**src/rtl/alu_arb_pkg.sv**
```systemverilog
// Shared types for the two-port shared-ALU arbiter: FSM states, owner id and ALU op codes.
// No logic here; latency and backpressure are properties of the modules that import it.
package alu_arb_pkg;

    localparam int OP_W = 5;

    typedef enum logic [1:0] {
        IDLE = 2'd0,
        EXEC = 2'd1,
        RESP = 2'd2
    } state_e;

    typedef logic owner_t;

    localparam owner_t PORT0 = 1'b0;
    localparam owner_t PORT1 = 1'b1;

    localparam logic [OP_W-1:0] OP_ADD    = 5'b00000;
    localparam logic [OP_W-1:0] OP_SUB    = 5'b00001;
    localparam logic [OP_W-1:0] OP_PASS_B = 5'b01111;
    localparam logic [OP_W-1:0] OP_CLZ    = 5'b10001;

    // Tie winner given the previous owner: the port that did not go last.
    function automatic owner_t rr_pick(input owner_t last_owner);
        return (last_owner == PORT0) ? PORT1 : PORT0;
    endfunction

endpackage

```
**src/rtl/rr_arb2.sv**
```systemverilog
// Two-way round-robin grant: a lone requester wins, a tie goes to the port opposite last_i.
// Purely combinational, zero latency; no backpressure of its own (caller gates the grant).
module rr_arb2
    import alu_arb_pkg::*;
(
    input  logic [1:0] req_i,
    input  owner_t     last_i,
    output logic       gnt_vld_o,
    output owner_t     gnt_o
);

    always_comb begin
        gnt_vld_o = |req_i;
        gnt_o     = PORT0;
        case (req_i)
            2'b01:   gnt_o = PORT0;
            2'b10:   gnt_o = PORT1;
            2'b11:   gnt_o = rr_pick(last_i);
            default: gnt_o = PORT0;
        endcase
    end

endmodule

```
**src/rtl/alu_share_arb.sv**
```systemverilog
// Shares one external combinational ALU between two requesters, one transaction in flight.
// Latency: accept at edge t, response valid from cycle t+2; issue interval >= 3 cycles.
// Backpressure: result held until owner's rsp_ready; ALU_ARB_FIXED_PRIO_EN gives port 0 every tie.
module alu_share_arb
    import alu_arb_pkg::*;
#(
    parameter int XLEN = 32
) (
    input  logic            clk,
    input  logic            rst,

    input  logic            req0_valid,
    output logic            req0_ready,
    input  logic [OP_W-1:0] req0_op,
    input  logic [XLEN-1:0] req0_a,
    input  logic [XLEN-1:0] req0_b,

    input  logic            req1_valid,
    output logic            req1_ready,
    input  logic [OP_W-1:0] req1_op,
    input  logic [XLEN-1:0] req1_a,
    input  logic [XLEN-1:0] req1_b,

    output logic            rsp0_valid,
    input  logic            rsp0_ready,
    output logic [XLEN-1:0] rsp0_result,

    output logic            rsp1_valid,
    input  logic            rsp1_ready,
    output logic [XLEN-1:0] rsp1_result,

    output logic [XLEN-1:0] alu_a,
    output logic [XLEN-1:0] alu_b,
    output logic [OP_W-1:0] alu_ctrl,
    input  logic [XLEN-1:0] alu_result,

    output logic            busy
);

    state_e          state_q, state_d;
    owner_t          owner_q, owner_d;
    logic [OP_W-1:0] op_q, op_d;
    logic [XLEN-1:0] a_q, a_d;
    logic [XLEN-1:0] b_q, b_d;
    logic [XLEN-1:0] res_q, res_d;

    logic   gnt_vld;
    owner_t gnt_owner;
    owner_t arb_last;
    logic   grant_en;
    logic   req_hs;
    logic   own_rsp_ready;

    rr_arb2 u_arb (
        .req_i     ({req1_valid, req0_valid}),
        .last_i    (arb_last),
        .gnt_vld_o (gnt_vld),
        .gnt_o     (gnt_owner)
    );

`ifdef ALU_ARB_FIXED_PRIO_EN
    // Constant "last = port 1" makes every tie resolve to port 0.
    assign arb_last = PORT1;
`else
    owner_t last_q, last_d;

    always_comb begin
        last_d = last_q;
        if (req_hs) begin
            last_d = gnt_owner;
        end
    end

    always_ff @(posedge clk) begin
        if (rst) begin
            last_q <= PORT1;
        end else begin
            last_q <= last_d;
        end
    end

    assign arb_last = last_q;
`endif

    // Ready is a function of state and request side only, never of the response side.
    assign grant_en   = (state_q == IDLE) && !rst;
    assign req0_ready = grant_en && gnt_vld && (gnt_owner == PORT0);
    assign req1_ready = grant_en && gnt_vld && (gnt_owner == PORT1);
    assign req_hs     = grant_en && gnt_vld;

    assign own_rsp_ready = (owner_q == PORT1) ? rsp1_ready : rsp0_ready;

    always_comb begin
        state_d = state_q;
        owner_d = owner_q;
        op_d    = op_q;
        a_d     = a_q;
        b_d     = b_q;
        res_d   = res_q;
        case (state_q)
            IDLE: begin
                if (req_hs) begin
                    state_d = EXEC;
                    owner_d = gnt_owner;
                    if (gnt_owner == PORT1) begin
                        op_d = req1_op;
                        a_d  = req1_a;
                        b_d  = req1_b;
                    end else begin
                        op_d = req0_op;
                        a_d  = req0_a;
                        b_d  = req0_b;
                    end
                end
            end
            EXEC: begin
                res_d   = alu_result;
                state_d = RESP;
            end
            RESP: begin
                if (own_rsp_ready) begin
                    state_d = IDLE;
                end
            end
            default: state_d = IDLE;
        endcase
    end

    always_ff @(posedge clk) begin
        if (rst) begin
            state_q <= IDLE;
            owner_q <= PORT0;
            op_q    <= '0;
            a_q     <= '0;
            b_q     <= '0;
            res_q   <= '0;
        end else begin
            state_q <= state_d;
            owner_q <= owner_d;
            op_q    <= op_d;
            a_q     <= a_d;
            b_q     <= b_d;
            res_q   <= res_d;
        end
    end

    // The ALU sees only latched operands, so they persist through IDLE and RESP.
    assign alu_a    = a_q;
    assign alu_b    = b_q;
    assign alu_ctrl = op_q;

    assign rsp0_valid  = (state_q == RESP) && (owner_q == PORT0);
    assign rsp1_valid  = (state_q == RESP) && (owner_q == PORT1);
    assign rsp0_result = res_q;
    assign rsp1_result = res_q;

    assign busy = (state_q != IDLE);

endmodule

```
**config.mk**
```make
export PLATFORM = sky130hd
export DESIGN_NAME = alu_share_arb
export DESIGN_NICKNAME = d
export VERILOG_FILES = /design/src/rtl/alu_arb_pkg.sv /design/src/rtl/rr_arb2.sv /design/src/rtl/alu_share_arb.sv
export SDC_FILE = /design/constraint.sdc
export NUM_CORES = 1
export LEC_CHECK = 0
export CORE_MARGIN = 5
export CORE_UTILIZATION = 26
export CTS_CLUSTER_DIAMETER = 30
export DETAILED_ROUTE_END_ITERATION = 6
export PLACE_DENSITY = 0.73
export SETUP_SLACK_MARGIN = 0.5
export SLEW_MARGIN = 0
export SYNTH_ARGS = -nofsm -noshare
export SYNTH_HDL_FRONTEND = slang
export SYNTH_HIERARCHICAL = 1
export SYNTH_SLANG_ARGS = --single-unit
```
**constraint.sdc**
```tcl
create_clock -name clk -period 2.5 [get_ports clk]
set_input_delay 0.5 -clock clk [delete_from_list [all_inputs] [get_ports clk]]
set_output_delay 0.5 -clock clk [all_outputs]
set_load 0.01 [all_outputs]
```
==> metrics.cfg <==
[outcome]
status = finished clean

[place]
gp_congestion = 0.8130
dp_hpwl_um = 12120
port_buffers = 313
dp.cells = 985

[synth]
syn_nets = 678
synth.area.top_cells = dfxtp_1, mux2i_1, a211oi_2, a211oi_1, buf_4
synthesis.area_sq_mm = 0.004698
yosys_warnings = 6
synth_top_area_frac = 0.4474
synth_cell_types = 23
synthCells = 502
ys_seq_area_frac = 0.4474
avgSynthCellArea_sq_um = 9.359
yosys.area.top_type = dfxtp_1
ys_ff_latch = 105

[finish]
insertedDiodeCount = 0
layout_commonest_cell = clkdlybuf4s50_1
fillCellCount = 1731
stdcell_count = 1003
layout-drive-gt1-share = 0.1021
nNetsFinal = 945
fin_util = 0.4573
area_growth_syn_to_layout_pct = 74.25
mostFrequentLayoutCells = clkdlybuf4s50_1, dfxtp_1, mux2i_1

[sta]
final-max-slew-violation-count = 0
hold_violations = 0
period_minus_slack_ns = 2.046
worst_pin_slew_ns = 0.8746
final.period_utilization = 0.8185
slew_headroom = 0.4169
clock_skew_ns = 0.007514
rsz0062_at_grt = true
clock.fmax_mhz = 488.7
setup_viol = 0
whs_ns = 0.4778

[critical_path]
cp-end-kind = output port
crit_path_max_fanout = 3
worstPathRequired_ns = 2.00
slowest_delay_ns = 0.51
crit_type = in2out
cp_cell_sequence = buf_2 -> or2_4 -> or4b_4 -> inv_4 -> nand2_4 -> inv_2 -> buf_6
cp.arrival_ns = 1.55
start_kind = primary input
regToRegSetupSlack_ns = 0.61
critPathSlowestCell = or4b_4

[routing]
drc = 0
antenna_left = 0
vias = 4464
drtIter0Drc = 110
vias_per_cell = 4.451
wl_per_cell_um = 15.58
drt_wl_total_um = 15620
first_pass_iters = 4

[global_routing]
grt_use_total = 0.1413
grt_pass1_vias = 4274
grt_pass1_wl_um = 22650
grt.overflow.total = 0
grt_max_degree = 65
antenna_found_initial = 0

[floorplanning]
die_x_um = 144.4
dieHeight_um = 144.4
start_util = 0.2624
die_area_sq_mm = 0.02086
pin_count = 314
fp.coreArea_sq_mm = 0.01790
rows = 49

[power]
power.leakage_nw = 2.970
p_sw_frac = 0.2747
p_clk_frac = 0.303
power_density_mw_per_mm2 = 565.1
pwr-share-comb = 0.283
p_sw_mw = 1.271
peakVddDrop_v = 0.0003135
pwr-share-seq = 0.413
p_int_mw = 3.356

[clocking]
clk_pin_slew_ns = 0.06
clockRootBuffer = clkbuf_16
cts_num_sinks = 105
cts_max_level = 3
clock_latency_ns = 0.34
cts_tree = done
clk_path_buf_depth = 2
hold_buffers = 0
numCtsBuffers = 9

[hold_path]
hp-class = reg2reg

[run]
maxCapViolCount = 0

## worst max-delay path, delay by kind of cell
family        cells  cell delay [ns]
simple gates      3             0.69
buf+inv           4             0.35
## repair_timing
item	in CTS	in global routing
hold endpoints to repair	0	0
buffers inserted	0	1
gates resized for setup	31	3
endpoints found under the setup margin	74	18
gates cloned	1	0
pin swaps	2	2
## worst paths after layout
| check | startpoint | end | depth (start not counted) |
|---|---|---|---|
| max | req0_valid | req1_ready | 7 |
| max reg2reg | state_q[1] | alu_a[7] | 5 |
| min reg2reg | rsp0_result[7] | rsp0_result[7] | 2 |
| min | rsp0_result[7] | rsp0_result[7] | 2 |
## power by group through the flow
stage / clock network, mW / logic, mW / registers, mW
2_1_floorplan: 0 / 0.540 / 2.01
3_3_place_gp: 0 / 1.29 / 1.95
3_5_place_dp: 0 / 1.30 / 1.95
4_1_cts: 1.47 / 1.33 / 1.92
5_1_grt: 1.54 / 1.42 / 1.93
6_report: 1.40 / 1.31 / 1.91
## layout make-up
type / instances / area, sq um / share of cell area
Sequential cell: 105 / 2107 / 0.2574
Clock inverter: 4 / 33.78 / 0.004127
Clock buffer: 12 / 266.5 / 0.03255
Timing Repair Buffer: 331 / 3328 / 0.4065
Inverter: 2 / 10.01 / 0.001223
Tap cell: 229 / 286.5 / 0.03500
Multi-Input combinational cell: 320 / 2155 / 0.2632
## synth_stat cells
library cell,instances
dfxtp_1,105
mux2i_1,70
nor2_1,70
nand2_1,67
a211oi_1,40
buf_4,39
a21oi_1,35
a211oi_2,29
clkbuf_1,24
buf_2,6
buf_6,4
buf_1,2
a21boi_1,1
and3b_1,1
inv_1,1
inv_2,1
nand2b_1,1
nand3b_1,1
nor2b_1,1
nor3b_1,1
or2_1,1
or2_2,1
or4b_4,1
## metal layers
metal,GRT usage,share of wire,vias to the layer above
li1,-,-,2229
met5,0,0,-
met3,0.05886,0.12,17
met4,0.05106,0.019,0
met1,0.1519,0.37,2004
met2,0.2485,0.49,214
## flip-flops by register name, indices dropped and copies added (netlist names)
name,cells
rsp0_result,32
owner_q,1
alu_ctrl,5
alu_b,32
alu_a,32
arb_last,1
state_q,2
## stage by stage
step                power [mW]  instance area [sq um]  setup slack (ns)  setup TNS (ns)
floorplan                2.547                   4718            0.3698               0
global placement         3.234                   7819           -0.4388          -19.70
detailed placement       3.254                   7819           -0.4752          -22.68
CTS                      4.717                   8172            0.3969               0
global route             4.888                   8187            0.3965               0
finish                   4.626                   8187            0.4537               0
## kinds of logic (layout without fill, tap and decap cells)
| kind of cell | Yosys count | after routing | synth area share |
|---|---|---|---|
| AO/OA/AOI/OAI | 105 | 105 | 0.1800 |
| AND/OR/NAND/NOR | 145 | 145 | 0.1228 |
| buffers and inverters | 77 | 349 | 0.1007 |
| multiplexers | 70 | 70 | 0.1491 |
| flip-flops | 105 | 105 | 0.4474 |
Power figures use the tool's default switching activity.
